$ cat src/rtl/connect4_pkg.sv
// Shared Connect-4 types: board geometry, winner codes and
// the turn sequencer's state encoding.
package connect4_pkg;

  localparam int ROWS = 6;
  localparam int COLS = 7;

  typedef logic [ROWS-1:0][COLS-1:0] board_t;

  typedef enum logic [1:0] {
    NONE,
    P1,
    P2,
    DRAW
  } winner_t;

  typedef enum logic [3:0] {
    IDLE,
    HUMAN_WAIT,
    AI_REQ,
    AI_WAIT,
    DROP,
    CHK_REQ,
    CHK_WAIT,
    SWAP,
    GAME_OVER
  } turn_state_t;

endpackage

$ cat src/rtl/column_drop.sv
// Finds where a piece would land in a column and whether
// the column can take another piece at all.
module column_drop
  import connect4_pkg::*;
(
  input  board_t     occ,
  input  logic [2:0] col,
  output logic [2:0] row,
  output logic       full
);

  logic [ROWS-1:0] bits;

  // Out-of-range columns read as solid, so they report full.
  always_comb begin
    bits = '1;
    for (int c = 0; c < COLS; c++) begin
      if (col == 3'(c)) begin
        for (int r = 0; r < ROWS; r++) begin
          bits[r] = occ[r][c];
        end
      end
    end
  end

  always_comb begin
    row = '0;
    for (int r = 0; r < ROWS; r++) begin
      if (!bits[r]) row = 3'(r);
    end
  end

  assign full = bits[0];

endmodule

$ cat src/rtl/game_turn_controller.sv
// Connect-4 turn sequencer: human/AI turns, piece drops,
// win-checker handshake and win/draw declaration.
module game_turn_controller
  import connect4_pkg::*;
#(
  parameter int TURN_TIMEOUT = 500_000_000
) (
  input  logic       clk,
  input  logic       rst,
  input  logic       start_game,
  input  logic [2:0] col_sel,
  input  logic       col_valid,
  output logic       ai_start,
  output board_t     ai_board,
  input  logic [2:0] ai_col,
  input  logic       ai_done,
  output logic       chk_start,
  output board_t     chk_board,
  input  logic       chk_done,
  input  logic       chk_win,
  output board_t     p1_board,
  output board_t     p2_board,
  output logic       cur_player,
  output logic       illegal_move,
  output logic       turn_timeout,
  output logic       game_over,
  output logic [1:0] winner
);

  localparam int TW =
    (TURN_TIMEOUT > 1) ? $clog2(TURN_TIMEOUT) : 1;
  localparam logic [TW-1:0] T_LAST =
    TW'(TURN_TIMEOUT - 1);

  turn_state_t   state, state_n;
  board_t        p1_q, p2_q, occ;
  logic [2:0]    col_q, cd_col, cd_row;
  logic          cd_full;
  logic          player_q;
  winner_t       win_q, win_n;
  logic [TW-1:0] timer;
  logic          ill_q, ill_n;
  logic          to_q, to_n;
  logic          clr, col_ld, drop, win_ld, swap;

  assign occ = p1_q | p2_q;

  // One drop finder serves the legality checks and DROP.
  always_comb begin
    unique case (1'b1)
      (state == HUMAN_WAIT): cd_col = col_sel;
      (state == AI_WAIT):    cd_col = ai_col;
      default:               cd_col = col_q;
    endcase
  end

  column_drop u_drop (
    .occ  (occ),
    .col  (cd_col),
    .row  (cd_row),
    .full (cd_full)
  );

  always_comb begin
    state_n = state;
    ill_n   = 1'b0;
    to_n    = 1'b0;
    clr     = 1'b0;
    col_ld  = 1'b0;
    drop    = 1'b0;
    win_ld  = 1'b0;
    win_n   = NONE;
    swap    = 1'b0;
    case (state)
      IDLE, GAME_OVER: begin
        if (start_game) begin
          clr     = 1'b1;
          state_n = HUMAN_WAIT;
        end
      end
      HUMAN_WAIT: begin
        if (col_valid && !cd_full) begin
          col_ld  = 1'b1;
          state_n = DROP;
        end else begin
          ill_n = col_valid;
          if (timer == T_LAST) begin
            to_n    = 1'b1;
            state_n = AI_REQ;
          end
        end
      end
      AI_REQ: state_n = AI_WAIT;
      AI_WAIT: begin
        if (ai_done) begin
          if (cd_full) begin
            state_n = AI_REQ;
          end else begin
            col_ld  = 1'b1;
            state_n = DROP;
          end
        end
      end
      DROP: begin
        drop    = 1'b1;
        state_n = CHK_REQ;
      end
      CHK_REQ: state_n = CHK_WAIT;
      CHK_WAIT: begin
        if (chk_done) begin
          if (chk_win) begin
            win_ld  = 1'b1;
            win_n   = player_q ? P2 : P1;
            state_n = GAME_OVER;
          end else if (&occ[0]) begin
            win_ld  = 1'b1;
            win_n   = DRAW;
            state_n = GAME_OVER;
          end else begin
            state_n = SWAP;
          end
        end
      end
      SWAP: begin
        swap    = 1'b1;
        state_n = player_q ? HUMAN_WAIT : AI_REQ;
      end
      default: state_n = IDLE;
    endcase
  end

  always_ff @(posedge clk) begin
    if (!rst) begin
      state    <= IDLE;
      p1_q     <= '0;
      p2_q     <= '0;
      col_q    <= '0;
      player_q <= 1'b0;
      win_q    <= NONE;
      timer    <= '0;
      ill_q    <= 1'b0;
      to_q     <= 1'b0;
    end else begin
      state <= state_n;
      ill_q <= ill_n;
      to_q  <= to_n;
      timer <= (state == HUMAN_WAIT) ?
               timer + 1'b1 : '0;
      if (col_ld) col_q <= cd_col;
      if (clr) begin
        p1_q     <= '0;
        p2_q     <= '0;
        player_q <= 1'b0;
        win_q    <= NONE;
      end else begin
        if (drop) begin
          if (player_q) p2_q[cd_row][col_q] <= 1'b1;
          else          p1_q[cd_row][col_q] <= 1'b1;
        end
        if (swap)   player_q <= ~player_q;
        if (win_ld) win_q    <= win_n;
      end
    end
  end

  assign ai_start     = (state == AI_REQ);
  assign chk_start    = (state == CHK_REQ);
  assign game_over    = (state == GAME_OVER);
  assign ai_board     = occ;
  assign chk_board    = player_q ? p2_q : p1_q;
  assign p1_board     = p1_q;
  assign p2_board     = p2_q;
  assign cur_player   = player_q;
  assign illegal_move = ill_q;
  assign turn_timeout = to_q;
  assign winner       = win_q;

endmodule

$ cat config.mk
export PLATFORM = sky130hd
export DESIGN_NAME = game_turn_controller
export DESIGN_NICKNAME = d
export VERILOG_FILES = /design/src/rtl/connect4_pkg.sv /design/src/rtl/column_drop.sv /design/src/rtl/game_turn_controller.sv
export SDC_FILE = /design/constraint.sdc
export NUM_CORES = 1
export LEC_CHECK = 0
export ABC_AREA = 1
export ABC_CLOCK_PERIOD_IN_PS = 3880
export CORE_MARGIN = 2
export CORE_UTILIZATION = 40
export CTS_CLUSTER_SIZE = 24
export DETAILED_ROUTE_END_ITERATION = 12
export GPL_TIMING_DRIVEN = 0
export PLACE_DENSITY = 0.73
export RECOVER_POWER = 50
export SLEW_MARGIN = 25
export SYNTH_ARGS = -nofsm -noshare
export SYNTH_HDL_FRONTEND = slang
export SYNTH_HIERARCHICAL = 1
export SYNTH_SLANG_ARGS = --single-unit
$ cat constraint.sdc
create_clock -name clk -period 3.88 [get_ports clk]
set_input_delay 0.582 -clock clk [delete_from_list [all_inputs] [get_ports clk]]
set_output_delay 0.582 -clock clk [all_outputs]
set_load 0.02 [all_outputs]
==> impl_metrics.py, run 1 <==
metrics = {
    "critical_path": {
        "path_buf_inv": 4,
        "critPathMostFrequentCell": "nand2_1",
        "rrSetupSlack_ns": 0.33,
        "rr_endpoint": "p2_board[7]",
        "reg2reg_from": "state[0]",
        "path_cells": "inv_1, nor2_4, nand2_1, inv_1, nand2_1, o211ai_1, inv_1, nor3_2, nand2_1, nand4_1, nand2_1, inv_1, nand2_1, nand2_1, nand2_1, nand2_1, nand3_1, nor2_1, nand2_1, a21oi_1",
        "r2r_cells": 20,
        "crit_type": "flop to flop",
        "crit_slowest_cell": "nor3_2",
        "required_ns": 4.23,
        "cp-end-kind": "flop",
        "worst_ep_arrival_time_ns": 3.89,
        "path_delay_family": "simple AND/OR/NAND/NOR gates",
        "startpoint_type": "flop",
        "crit_fanout": 7,
        "critPathMaxStageDelay_ns": 0.54,
    },
    "timing": {
        "slew_headroom_pct": 48.3,
        "fin_tns_setup_ns": 0,
        "slew_violations": 0,
        "setup_violations": 0,
        "worst_pin_slew_ns": 0.767,
        "clock.fmax_mhz": 282,
        "hold_violations": 0,
        "finalCritPeriodShare_pct": 91.5,
        "clock_skew_ns": 0.00926,
        "rsz0062_at_grt": "no",
        "min_period_ns": 3.55,
    },
    "routing": {
        "drc": 0,
        "drt-pass1-iter-count": 5,
        "vias_per_cell": 5.02,
        "drt_iter0_markers": 622,
        "routed_wl_um": 23200,
        "wl_per_cell_um": 16.0,
        "vias": 7287,
        "ant_nets": 0,
    },
    "grt": {
        "grt_max_degree": 17,
        "antenna_found_initial": 0,
        "grt_pass1_wl_um": 36500,
        "grt_overflow": 0,
        "grt_pass1_vias": 6744,
        "grtUsageTotal_pct": 26.9,
    },
    "worst_hold_path": {
        "worstHoldStart": "winner[0]",
        "hp-class": "flop to flop",
        "hold_end": "winner[0]",
        "whs_path_depth": 2,
    },
    "clocking": {
        "cts_buffer_depth": 2,
        "cts_root_buffer": "clkbuf_16",
        "cts_tree": "done",
        "clk_latency_ns": 0.43,
        "htreeDepth": 4,
        "cts_buffers": 17,
        "clock_sinks": 125,
        "path_clk_slew_ns": 0.05,
    },
    "yosys": {
        "synth_seq_area_share_pct": 38.7,
        "syn_area_um2": 6470,
        "synth.avg_cell_area_um2": 6.38,
        "synth_seq_cells": 125,
        "syn_inst": 1014,
        "ys_warn_count": 6,
        "synth_cell_types": 40,
        "synth_nets": 1028,
    },
    "power_and_ir_drop": {
        "p_seq_share_pct": 31.2,
        "p_leak_uw": 0.00388,
        "switchingPower_uw": 1650,
        "switching_share_pct": 38.4,
        "p_clk_share_pct": 35.3,
        "powerDensity_nw_per_um2": 469,
        "p_comb_share_pct": 33.4,
        "p_int_uw": 2650,
        "ir_drop_mv": 0.336,
    },
    "finish": {
        "final_common_cell": "nand2_1",
        "n_antenna_cell": 0,
        "layout.nets": 1237,
        "multi_input_comb_area_um2": 3160,
        "final_cell_mix": "nand2_1, inv_1, dfxtp_1, dlygate4sd3_1, nor2_1",
        "seqCellArea_um2": 2500,
        "layout-drive-gt1-share_pct": 6.07,
        "fill_cells": 1552,
        "stdcell_count": 1451,
        "syn2layout_area_growth_pct": 41.6,
        "fin_area_um2": 9160,
    },
    "floorplanning": {
        "dieArea_um2": 17200,
        "die_w_um": 131,
        "core_area_um2": 15800,
        "die_h_um": 131,
        "rows": 46,
        "start_util_pct": 40.9,
        "boundaryPins": 189,
    },
    "placement": {
        "postPlaceCellArea_um2": 8620,
        "place_congestion": 0.914,
        "dpl.hpwl_um": 17900,
        "place_inst": 1418,
        "io_buffers": 188,
    },
    "outcome": {
        "status": "finished clean",
    },
    "flow_run": {
        "drv_cap": 0,
    },
}
routing by layer:
| layer | share of wire, % | vias up | track usage, % |
|---|---|---|---|
| li1 | - | 3605 | - |
| met3 | 7.9 | 55 | 5.25 |
| met4 | 3.1 | 0 | 10.9 |
| met2 | 48 | 326 | 45.9 |
| met5 | 0 | - | 0 |
| met1 | 41 | 3301 | 33.4 |
power by group through the flow:
stage	combinational (uW)	clock, uW	sequential (uW)
2_1_floorplan	993	0	1370
3_3_place_gp	1390	0	1370
3_5_place_dp	1400	0	1370
4_1_cts	1400	1530	1340
5_1_grt	1580	1590	1350
6_report	1440	1520	1340
timing repair:
item / in CTS / in global routing
gates resized for setup: 0 / 1
endpoints found under the setup margin: 0 / 3
hold buffers: 0 / 0
setup buffers: 0 / 2
worst reg2reg max path, cell delays in order, from the launching register on:
cell      delay, ns
dfxtp_1        0.41
inv_1          0.12
nor2_4         0.13
nand2_1        0.09
inv_1          0.10
nand2_1        0.07
o211ai_1       0.27
inv_1          0.27
nor3_2         0.54
nand2_1        0.11
nand4_1        0.14
nand2_1        0.06
inv_1          0.05
nand2_1        0.04
nand2_1        0.08
nand2_1        0.05
nand2_1        0.12
nand3_1        0.31
nor2_1         0.26
nand2_1        0.09
a21oi_1        0.16
registers in the layout, indices dropped and copies added (netlist names), 2 cells and up:
| register | flops |
|---|---|
| col_q | 3 |
| p1_board | 42 |
| p2_board | 42 |
| state | 4 |
| timer | 29 |
| winner | 2 |
worst max-delay path by stage:
stage / startpoint / endpoint / cells past startpoint
final: state[0] / p2_board[7] / 20
after global routing: state[0] / p1_board[8] / 18
after CTS: state[0] / p2_board[7] / 18
after detailed placement: ai_col[1] / p1_board[5] / 17
after global placement: ai_col[0] / p1_board[5] / 17
after floorplan: state[0] / p2_board[29] / 18
cell usage after synthesis (all sizes together):
library cell | count | share of area (%)
a21oi | 109 | 8.5
a2bb2oi | 1 | 0.14
a31oi | 1 | 0.097
and3 | 2 | 0.21
buf | 17 | 2.0
clkbuf | 12 | 0.70
dfxtp | 125 | 39
ha | 1 | 0.19
inv | 167 | 9.7
nand2 | 294 | 17
nand3 | 40 | 3.2
nand3b | 6 | 0.70
nand4 | 8 | 0.77
nor2 | 128 | 8.8
nor3 | 23 | 2.3
nor3b | 1 | 0.12
nor4 | 2 | 0.19
o211ai | 3 | 0.35
o21a | 1 | 0.12
o21ai | 66 | 5.2
o22ai | 3 | 0.29
or2 | 3 | 0.29
xor2 | 1 | 0.14
per-stage QoR:
stage	setup WS (ns)	hold WS [ns]	util [%]	total power (uW)
final	0.331	0.440	57.9	4300
after global routing	0.0510	0.472	57.9	4510
after CTS	0.444	0.446	57.9	4270
after detailed placement	0.275	0.438	54.5	2770
after global placement	0.303	0.434	54.5	2760
after floorplan	1.30	0.436	-	2360
kinds of logic after synthesis:
family	count (synthesis)	synth area share, %
and+or+nand+nor	507	33.9
DFF	125	38.7
AOI/OAI and AO/OA	184	14.7
adders and majority gates	1	0.193
xor gates and xnor gates	1	0.135
buffers and inverters	196	12.4
final cells by class:
class | instances | share of cell area, %
Buffer | 29 | 1.71
Clock buffer | 22 | 4.96
Clock inverter | 9 | 1.04
Inverter | 167 | 6.84
Multi-Input combinational cell | 693 | 34.5
Sequential cell | 125 | 27.3
Tap cell | 216 | 2.95
Timing Repair Buffer | 190 | 20.7
Note: power is estimated with default switching activity, not from simulation.
==> run 2: changes to the inputs <==
--- a/config.mk
+++ b/config.mk
@@ -6,7 +6,6 @@
 export NUM_CORES = 1
 export LEC_CHECK = 0
 export ABC_AREA = 1
-export ABC_CLOCK_PERIOD_IN_PS = 3880
 export CORE_MARGIN = 2
 export CORE_UTILIZATION = 40
 export CTS_CLUSTER_SIZE = 24
==> results of run 2 <==
Final layout, timing and power as in run 1 (identical DEF).
==> run 3: changes to the inputs <==
--- a/config.mk
+++ b/config.mk
@@ -7,11 +7,11 @@
 export LEC_CHECK = 0
 export ABC_AREA = 1
 export CORE_MARGIN = 2
-export CORE_UTILIZATION = 40
+export CORE_UTILIZATION = 47
 export CTS_CLUSTER_SIZE = 24
 export DETAILED_ROUTE_END_ITERATION = 12
 export GPL_TIMING_DRIVEN = 0
-export PLACE_DENSITY = 0.73
+export PLACE_DENSITY = 0.83
 export RECOVER_POWER = 50
 export SLEW_MARGIN = 25
 export SYNTH_ARGS = -nofsm -noshare
==> run 3 against run 2 <==
Net effect: register-to-register slack gained 0.05 ns; worst hold slack gained 0.0093 ns; critical path depth shrank 4; clock power shrank 3%; clock-buffer cell count is the same; sequential share of layout area grew 0.15 points; maximum frequency grew 1.5%; via count grew 1.8%; non-clock buffer count is the same; sequential power is essentially flat; largest power group unchanged.
==> impl_metrics.py, run 3 (same netlist as run 1, synthesis figures left out) <==
metrics = {
    "grt": {
        "grt_overflow": 0,
        "grtUsageMet2_pct": 50.9,
        "met3_usage_pct": 6.63,
        "grt_pass1_wl_um": 35100,
        "grtUsageTotal_pct": 31.0,
        "antenna_found_initial": 0,
        "met1_usage_pct": 38.1,
        "grt_max_degree": 17,
        "grt.busiest_layer": "met2",
        "grt_pass1_vias": 6831,
    },
    "power_and_ir_drop": {
        "p_leak_uw": 0.00387,
        "powerDensity_nw_per_um2": 467,
        "switching_share_pct": 38.8,
        "p_seq_share_pct": 31.6,
        "p_int_uw": 2600,
        "switchingPower_uw": 1650,
        "ir_drop_mv": 0.331,
        "p_comb_share_pct": 33.5,
        "p_clk_share_pct": 34.9,
    },
    "floorplanning": {
        "die_h_um": 121,
        "start_util_pct": 48.5,
        "core_area_um2": 13300,
        "die_w_um": 121,
        "dieArea_um2": 14700,
        "boundaryPins": 189,
        "rows": 42,
    },
    "finish": {
        "syn2layout_area_growth_pct": 40.9,
        "multi_input_comb_area_um2": 3170,
        "fin_area_um2": 9110,
        "seqCellArea_um2": 2500,
        "final_cell_mix": "nand2_1, inv_1, dfxtp_1, dlygate4sd3_1, nor2_1",
        "layout.nets": 1237,
        "fill_cells": 1191,
        "n_antenna_cell": 0,
        "layout-drive-gt1-share_pct": 6.16,
        "final_common_cell": "nand2_1",
    },
    "timing": {
        "worst_pin_slew_ns": 0.914,
        "finalWorstSetupSlack_ns": 0.385,
        "hold_violations": 0,
        "fin_tns_setup_ns": 0,
        "min_period_ns": 3.50,
        "rsz0062_at_grt": "no",
        "clock_skew_ns": 0.0100,
        "setup_violations": 0,
        "clock.fmax_mhz": 286,
        "finalCritPeriodShare_pct": 90.1,
        "slew_headroom_pct": 38.8,
        "slew_violations": 0,
    },
    "routing": {
        "ant_nets": 0,
        "vias_per_cell": 5.26,
        "drc": 0,
        "routed_wl_um": 22400,
        "vias": 7415,
        "drt_iter0_markers": 772,
        "drt-pass1-iter-count": 5,
        "wl_per_cell_um": 15.9,
    },
    "critical_path": {
        "required_ns": 4.22,
        "startpoint_type": "flop",
        "worst_ep_arrival_time_ns": 3.84,
        "r2r_cells": 16,
        "crit_fanout": 7,
        "crit_type": "flop to flop",
        "reg2reg_from": "state[3]",
        "cp-end-kind": "flop",
        "startpoint": "state[3]",
    },
    "flow_run": {
        "drv_cap": 0,
    },
    "clocking": {
        "clk_latency_ns": 0.43,
        "cts_root_buffer": "clkbuf_16",
        "cts_tree": "done",
        "htreeDepth": 4,
        "cts_buffers": 17,
        "cts_buffer_depth": 2,
        "clock_sinks": 125,
        "path_clk_slew_ns": 0.05,
    },
    "placement": {
        "pre_cts_slack_ns": 0.288,
        "postPlaceCellArea_um2": 8570,
        "io_buffers": 188,
        "place_congestion": 0.959,
        "dpl.hpwl_um": 17000,
    },
    "outcome": {
        "status": "finished clean",
    },
    "worst_hold_path": {
        "worstHoldStart": "winner[1]",
        "hp-class": "flop to flop",
        "whs_path_depth": 2,
    },
}
run 3: final cells by class:
class	count	share of cell area, %
clock buffer	22	5.20
clock inverter	8	0.742
tap	176	2.42
multi-input combinational	693	34.8
buffer	29	1.72
timing repair buffer	190	20.8
inverter	167	6.88
sequential	125	27.5
run 3: path summary, 6_finish.rpt:
path | slack [ns] | end
max reg2reg | 0.38 | p1_board[26]
min | 0.45 | winner[1]
max | 0.38 | p1_board[26]
min reg2reg | 0.45 | winner[1]
run 3: power by group through the flow:
| stage | clock network, uW | registers [uW] | logic, uW |
|---|---|---|---|
| final | 1480 | 1340 | 1420 |
| after floorplan | 0 | 1370 | 993 |
| after global routing | 1540 | 1350 | 1560 |
| after detailed placement | 0 | 1370 | 1370 |
| after CTS | 1480 | 1340 | 1390 |
| after global placement | 0 | 1370 | 1360 |
run 3: routing by layer:
layer	vias up	part of all wire, %
met3	91	8.6
li1	3595	-
met4	0	5.5
met2	409	46
met5	-	0
met1	3320	40
run 3: critical path, cell delays in order (launching register included):
cell and delay [ns]:
dfxtp_1 0.35, inv_1 0.08, nand2_1 0.12, nor2_1 0.08
o211ai_1 0.73, nor2_1 0.25, nand2_1 0.28, o22ai_1 0.12
nor2_1 0.10, nand3_1 0.09, nor3_2 0.18, nand2_2 0.12
nor2_2 0.15, nand3_1 0.28, nor2_1 0.23, nand2_1 0.08
a21oi_1 0.16
run 3: repair_timing:
item / in CTS / in global routing
setup buffers: 0 / 2
setup endpoints to repair: 0 / 1
hold buffers: 0 / 0
gates resized for setup: 0 / 2
run 3: through the flow:
stage / instances / power [uW] / util (%) / hold slack (ns)
6_report: 1410 / 4250 / 68.3 / 0.449
4_1_cts: 1408 / 4210 / 68.3 / 0.456
3_5_place_dp: 1378 / 2740 / 64.2 / 0.447
5_1_grt: 1410 / 4440 / 68.3 / 0.480
3_3_place_gp: 1378 / 2730 / 64.2 / 0.438
2_1_floorplan: 1014 / 2360 / - / 0.436
